<file path="config.mk">
export PLATFORM = sky130hd
export DESIGN_NAME = mw_add_sequencer
export DESIGN_NICKNAME = d
export VERILOG_FILES = /design/src/rtl/mw_add_sequencer_pkg.sv /design/src/rtl/mw_add_sequencer_rca.sv /design/src/rtl/mw_add_sequencer.sv
export SDC_FILE = /design/constraint.sdc
export NUM_CORES = 1
export LEC_CHECK = 0
export CAP_MARGIN = 20
export CORE_MARGIN = 3
export CORE_UTILIZATION = 50
export DETAILED_ROUTE_END_ITERATION = 12
export PLACE_DENSITY = 0.79
export SLEW_MARGIN = 20
export SYNTH_ARGS = -nofsm -noshare
export SYNTH_HDL_FRONTEND = slang
export SYNTH_SLANG_ARGS = --single-unit
</file>
<file path="constraint.sdc">
create_clock -name clk -period 14.9 [get_ports clk]
set_input_delay 2.98 -clock clk [delete_from_list [all_inputs] [get_ports clk]]
set_output_delay 2.98 -clock clk [all_outputs]
set_load 0.1 [all_outputs]
</file>
<file path="src/rtl/mw_add_sequencer_pkg.sv">
// Shared word width and FSM state encodings for the multi-word add sequencer.
package mw_add_sequencer_pkg;

  localparam int WORD_W = 32;

  // 2'd3 is unused; the FSM treats it as illegal and returns to IDLE.
  typedef enum logic [1:0] {
    ST_IDLE = 2'd0,
    ST_ADD  = 2'd1,
    ST_DONE = 2'd2
  } state_t;

endpackage

</file>
<file path="src/rtl/mw_add_sequencer_rca.sv">
// 32-bit ripple-carry adder built from a chain of full-adder cells.
module rca_32_bit (
  input  logic [31:0] a,
  input  logic [31:0] b,
  input  logic        cin,
  output logic        cout,
  output logic [31:0] sum
);

  logic [32:0] carry;

  assign carry[0] = cin;

  // One full-adder cell per bit; the carry ripples from bit 0 upward.
  generate
    for (genvar gi = 0; gi < 32; gi++) begin : g_fa
      assign sum[gi]     = a[gi] ^ b[gi] ^ carry[gi];
      assign carry[gi+1] = (a[gi] & b[gi]) | (carry[gi] & (a[gi] ^ b[gi]));
    end
  endgenerate

  assign cout = carry[32];

endmodule

</file>
<file path="src/rtl/mw_add_sequencer.sv">
// Multi-word adder: time-shares one 32-bit ripple adder across NWORDS words,
// least significant word first, carrying between words in a register.
module mw_add_sequencer
  import mw_add_sequencer_pkg::*;
#(
  parameter int NWORDS = 4
) (
  input  logic                     clk,
  input  logic                     rst,
  input  logic                     start,
  input  logic [NWORDS*WORD_W-1:0] a,
  input  logic [NWORDS*WORD_W-1:0] b,
  input  logic                     cin,
  output logic                     busy,
  output logic                     done,
  output logic [NWORDS*WORD_W-1:0] sum,
  output logic                     cout
);

  localparam int OP_W  = NWORDS * WORD_W;
  localparam int IDX_W = (NWORDS > 1) ? $clog2(NWORDS) : 1;
  localparam logic [IDX_W-1:0] LAST_IDX = IDX_W'(NWORDS - 1);

  state_t              state;
  logic [IDX_W-1:0]    idx;
  logic                carry_q;
  logic [OP_W-1:0]     a_q;
  logic [OP_W-1:0]     b_q;

  logic [WORD_W-1:0]   add_a;
  logic [WORD_W-1:0]   add_b;
  logic [WORD_W-1:0]   add_sum;
  logic                add_cout;

  // Word selection from the captured operands; only a_q/b_q feed the adder.
  assign add_a = a_q[idx*WORD_W +: WORD_W];
  assign add_b = b_q[idx*WORD_W +: WORD_W];

  rca_32_bit u_rca (
    .a    (add_a),
    .b    (add_b),
    .cin  (carry_q),
    .cout (add_cout),
    .sum  (add_sum)
  );

  // Status flags decode straight from the state register, so no input reaches them.
  assign busy = (state == ST_ADD);
  assign done = (state == ST_DONE);

  // Sequencer FSM, operand capture, carry chaining and result accumulation.
  always_ff @(posedge clk or posedge rst) begin
    if (rst) begin
      state   <= ST_IDLE;
      idx     <= '0;
      carry_q <= 1'b0;
      a_q     <= '0;
      b_q     <= '0;
      sum     <= '0;
      cout    <= 1'b0;
    end else begin
      case (state)
        ST_IDLE: begin
          if (start) begin
            a_q     <= a;
            b_q     <= b;
            carry_q <= cin;
            idx     <= '0;
            state   <= ST_ADD;
          end
        end
        ST_ADD: begin
          sum[idx*WORD_W +: WORD_W] <= add_sum;
          carry_q                   <= add_cout;
          if (idx == LAST_IDX) begin
            cout  <= add_cout;
            idx   <= '0;
            state <= ST_DONE;
          end else begin
            idx <= idx + IDX_W'(1);
          end
        end
        ST_DONE: begin
          // A start here is accepted immediately, giving back-to-back operation.
          if (start) begin
            a_q     <= a;
            b_q     <= b;
            carry_q <= cin;
            idx     <= '0;
            state   <= ST_ADD;
          end else begin
            state <= ST_IDLE;
          end
        end
        default: begin
          idx   <= '0;
          state <= ST_IDLE;
        end
      endcase
    end
  end

endmodule
</file>
# Word-level counts from Yosys, hierarchy flattened
# Index checks and enable logic that the tools add are counted.
# Widths: inputs -> output; s select.
[op_classes]
shift = 4
reduce_logical = 7
addsub = 2
mux = 10
bitwise_logic = 160
n_eq_ne = 6
[op_table]
columns = ["op", "count"]
rows = [
  ["$shiftx 128x8->32", 2],
  ["$bwmux 128", 1],
  ["$shift 32x34->128 const A", 1],
  ["$shiftx 32x34->128", 1],
  ["$and 1x1->1", 64],
  ["$xor 1x1->1", 64],
  ["$neg 7->34", 1],
  ["$or 1x1->1", 32],
  ["$mux 2", 4],
  ["$reduce_and 2->1", 4],
  ["$pmux 2 s3", 1],
  ["$eq 2x2->1 const B", 2],
  ["$ne 2x1->1 const B", 2],
  ["$pmux 2 s2", 1],
  ["$add 2x1->2 const B", 1],
  ["$eq 2x1->1 const B", 1],
  ["$logic_not 2->1", 1],
  ["$mux 1", 2],
  ["$ne 2x2->1 const B", 1],
  ["$pmux 1 s2", 1],
  ["$reduce_bool 2->1", 1],
  ["$reduce_or 2->1", 1],
]
[word_totals]
ff_bits = 390
in_bits = 260
out_inout_bits = 131

# Longest topological paths before layout
[depth]
depth_word = 67
mapped_depth = 39
depth_no_buf = 37

# By module
# A second synthesis with hierarchy kept.
[unflattened]
cells_unflattened = 1168
area_unflattened_um2 = 17660.7
[modules_own_cells]
columns = ["module", "cells_each", "n_inst", "area_per_inst_um2"]
rows = [
  ["mw_add_sequencer", 1126, 1, 16982.5],
  ["rca_32_bit", 42, 1, 678.2],
]

# Least setup slack after synthesis
# Ideal clock, no wire load.
[synth_path]
kind = "flip-flop to flip-flop"
from = "reg idx[0]"
to = "reg sum[31]"
setup_time_ns = 0.129
path_buffers = 2
path_stages_with_launch = 40
setup_slack_ns = 1.489
t_arrival_ns = 13.283
required_time_ns = 14.771
path_cell_list = "dfrtp_1 -> buf_6 -> buf_4 -> mux4_2 -> inv_1 -> fa_1 -> fa_1 -> fa_1 -> fa_1 -> fa_1 -> fa_1 -> fa_1 -> fa_1 -> fa_1 -> fa_1 -> fa_1 -> fa_1 -> fa_1 -> [4 not listed] -> fa_1 -> fa_1 -> fa_1 -> fa_1 -> fa_1 -> fa_1 -> fa_1 -> fa_1 -> fa_1 -> fa_1 -> fa_1 -> fa_1 -> fa_1 -> inv_1 -> fa_1 -> fa_1 -> inv_1 -> o21ai_0"
[synth_between]
elab_chain_len = 67
word_cells_on_any_way = 163
[synth_lines]
columns = ["item", "line", "text"]
rows = [
  ["from (decl)", "mw_add_sequencer.sv:25", "logic [IDX_W-1:0] idx;"],
  ["from (signal assigned)", "mw_add_sequencer.sv:80", "idx <= idx + IDX_W'(1);"],
  ["$shiftx 128x8->32, on equally long branches", "mw_add_sequencer.sv:36, mw_add_sequencer.sv:37", ""],
  ["$xor 1x1->1", "mw_add_sequencer_rca.sv:17, mw_add_sequencer_rca.sv:18", ""],
  ["$and 1x1->1", "mw_add_sequencer_rca.sv:18", "assign carry[gi+1] = (a[gi] & b[gi]) | (carry[gi] & (a[gi] ^ b[gi]));"],
  ["$or 1x1->1", "mw_add_sequencer_rca.sv:18", ""],
  ["$and 1x1->1", "mw_add_sequencer_rca.sv:18", ""],
  ["$or 1x1->1", "mw_add_sequencer_rca.sv:18", ""],
  ["$and 1x1->1", "mw_add_sequencer_rca.sv:18", ""],
  ["$or 1x1->1", "mw_add_sequencer_rca.sv:18", ""],
  ["[51 not listed]", "--", ""],
  ["$or 1x1->1", "mw_add_sequencer_rca.sv:18", ""],
  ["$and 1x1->1", "mw_add_sequencer_rca.sv:18", ""],
  ["$or 1x1->1", "mw_add_sequencer_rca.sv:18", ""],
  ["$and 1x1->1", "mw_add_sequencer_rca.sv:18", ""],
  ["$or 1x1->1", "mw_add_sequencer_rca.sv:18", ""],
  ["$xor 1x1->1", "mw_add_sequencer_rca.sv:17", "assign sum[gi] = a[gi] ^ b[gi] ^ carry[gi];"],
  ["$shiftx 32x34->128", "mw_add_sequencer.sv:73", "sum[idx*WORD_W +: WORD_W] <= add_sum;"],
  ["$bwmux 128 (*)", "mw_add_sequencer.sv:73", ""],
  ["to (signal, indexed assignment)", "mw_add_sequencer.sv:73", ""],
  ["to (decl)", "mw_add_sequencer.sv:16", "output logic [NWORDS*WORD_W-1:0] sum,"],
]
# Every way passes the cells marked *; elsewhere a longest branch is shown, timed or not.
# A chain may end at the register's enable or synchronous reset.

# Worst setup path after layout
# Ends and elaborated chain as after synthesis.

==> reports/qor.csv <==
metric,value,unit
drv_cap,0,
ys_top_cells_by_area,"dfrtp_1 (56%), mux2_4 (8.7%), mux4_2 (8.3%)",
cts_tree,built,
finalCriticalPeriod,14010,ps
worstMarginPinSlew,1170,ps
placedInstanceArea,21300,µm²
antenna_found_initial,19,
h-tree-depth,2,
drive_above_1_share,20.7,%
netlist_instances,1070,
synth.most_common_cell,dfrtp_1,
ant_nets,0,
worstPathRequired,15300,ps
slowest_delay,570,ps
post_cts_buffers,0,
synth_nets,1368,
syn_to_final_growth,30.8,%
die_h,192,µm
synthFlopType,dfrtp_1,
synth.distinct_cells,33,
io_pins,391,
peakVddDrop,0.000164,V
hold_viol,0,
ys_warn_count,0,
dp_hpwl,31.6,mm
grt_pass1_wl,66.4,mm
port_buffers,390,
clockBufferDepth,3,
holdPathEnd,sum[20],
cts.repair.resized,0,
worstSetupStartpointType,flip-flop,
vias,10590,
crit_type,flip-flop to flip-flop,
ctsHoldBuffers,0,
rows,67,
r2r_end,sum[31],
final_area,22700,µm²
leakagePower,9.67,nW
multi_input_area,6700,µm²
globalplace.congestion,0.831,
drc,0,
cpMostUsedCell,fa_1,
crit_arrival,14410,ps
grt_max_degree,181,
rsz0062_at_grt,no,
overflow,0,
cts.sinks,390,
worstHoldStart,sum[20],
seq_area,9770,µm²
synth_top_area_share,56.3,%
clkLatencyLatePin,530,ps
wl_per_cell,22.7,µm
cts.clk_slew.worst_paths,60,ps
async_reset_ff_share,100,%
dp_cells,1857,
viasPerCell,5.47,
core,33900,µm²
first_pass_iters,5,
avgSynthCellArea,16.2,µm²
setup_viol,0,
max_freq,71.4,MHz
cts_buffers,40,
r2r-start,idx[0],
fin_skew,19.3,ps
power_density,272,nW/µm²
hold_class,flip-flop to flip-flop,
critPathMaxFanout,10,
netlist_area,17300,µm²
fill_cells,2432,
endpoint_kind,flip-flop,
slew_headroom,21.9,%
seq_area_frac_synth,56.3,%
chipWidth,192,µm
drv_slew,0,
status,"complete, no violations",
initial_utilization,51.2,%
drt_wl_total,43.9,mm
period_share,94.0,%
synth_seq_cells,390,
fin_nets,1749,
grt_usage,23.8,%
stdcell_count,1937,
holdPathStages,2,
die_area,36900,µm²
yosys.area.top_type,dfrtp_1,
clockRootBuffer,clkbuf_16,
drtIter0Drc,519,
yosys-top-cells-count,"dfrtp_1 (390), mux2_1 (100), mux2_4 (100)",
rrSetupSlack,890,ps
crit_slowest_cell,dfrtp_4,
power,0.00618,W
synth_edf_count,0,
setup_tns,0,ps
grt_pass1_vias,11202,
r2r_cells,37,
-- per-layer routing --
metal / up-vias / wire length [µm] / global-route usage (%)
li1: 4632 / - / -
met1: 5452 / 18900 / 33.9
met2: 397 / 20500 / 36.5
met3: 87 / 3280 / 6.15
met4: 22 / 1050 / 6.58
met5: - / 143 / 0
-- power breakdown --
group	switching, W	total [W]	internal [W]
logic	0.00206	0.00340	0.00134
clock network	0.000408	0.000995	0.000588
registers	0.000264	0.00178	0.00151
total	0.00273	0.00618	0.00344
-- state kept, by name, indices dropped and copies added (netlist names) --
signal	cells
sum	128
a_q	128
b_q	128
cout	1
state	2
carry_q	1
idx	2
-- logic make-up after synthesis --
group / Yosys count / share of synthesized area (%)
simple gates: 50 / 1.32
fa+ha+maj: 38 / 4.13
flops: 390 / 56.3
buf+inv: 137 / 5.07
compound gates: 134 / 6.01
mux: 321 / 27.2
-- cell type report --
type	count	area share, %
Antenna cell	7	0.0772
Inverter	68	1.16
Tap cell	448	2.47
Timing Repair Buffer	408	17.9
Sequential cell	390	43.1
Multi-Input combinational cell	543	29.6
Clock buffer	61	5.25
Clock inverter	12	0.546
-- per-stage QoR --
stage               setup WS, ps  hold WS, ps  utilization (%)
finish                       894          480             67.0
global route                 399          494             67.0
CTS                          813          483             66.9
detailed placement           877          469             63.0
global placement             936          460             63.0
floorplan                   1080          452                -
-- worst max-delay path, delay by kind of cell, from the launching register on --
kind	cells	cell delay, ps
AOI/OAI and AO/OA	1	100
adders and majority gates	32	12590
buffers and inverters	3	270
DFF	1	570
muxes	1	350
-- cells in the final DEF (no fill, tap or decap), types with 2 or more instances in the layout --
cell type        count
buf_4               16
bufinv_16            2
clkbuf_1            11
clkbuf_16           41
clkbuf_8             9
clkdlybuf4s50_1    390
clkinv_2             6
dfrtp_1            388
dfrtp_4              2
diode_2              7
fa_1                32
ha_1                 6
inv_1               66
inv_6                2
mux2_1             100
mux2_2              57
mux2_4             100
mux4_2              64
nand2_1             37
nand3b_1             2
nand4_1              2
nor2b_1              2
o21ai_0             33
o2bb2ai_1           96
-- worst max-delay path by stage --
stage | depth (start not counted) | endpoint | from
5_1_grt | 37 | sum[31] | idx[0]
4_1_cts | 37 | sum[31] | idx[0]
3_5_place_dp | 37 | sum[31] | idx[0]
2_1_floorplan | 1 | a_q[0] | rst
3_3_place_gp | 37 | sum[31] | idx[0]
6_report | 37 | sum[31] | idx[0]
No activity file was read; power rests on OpenSTA's default activity.
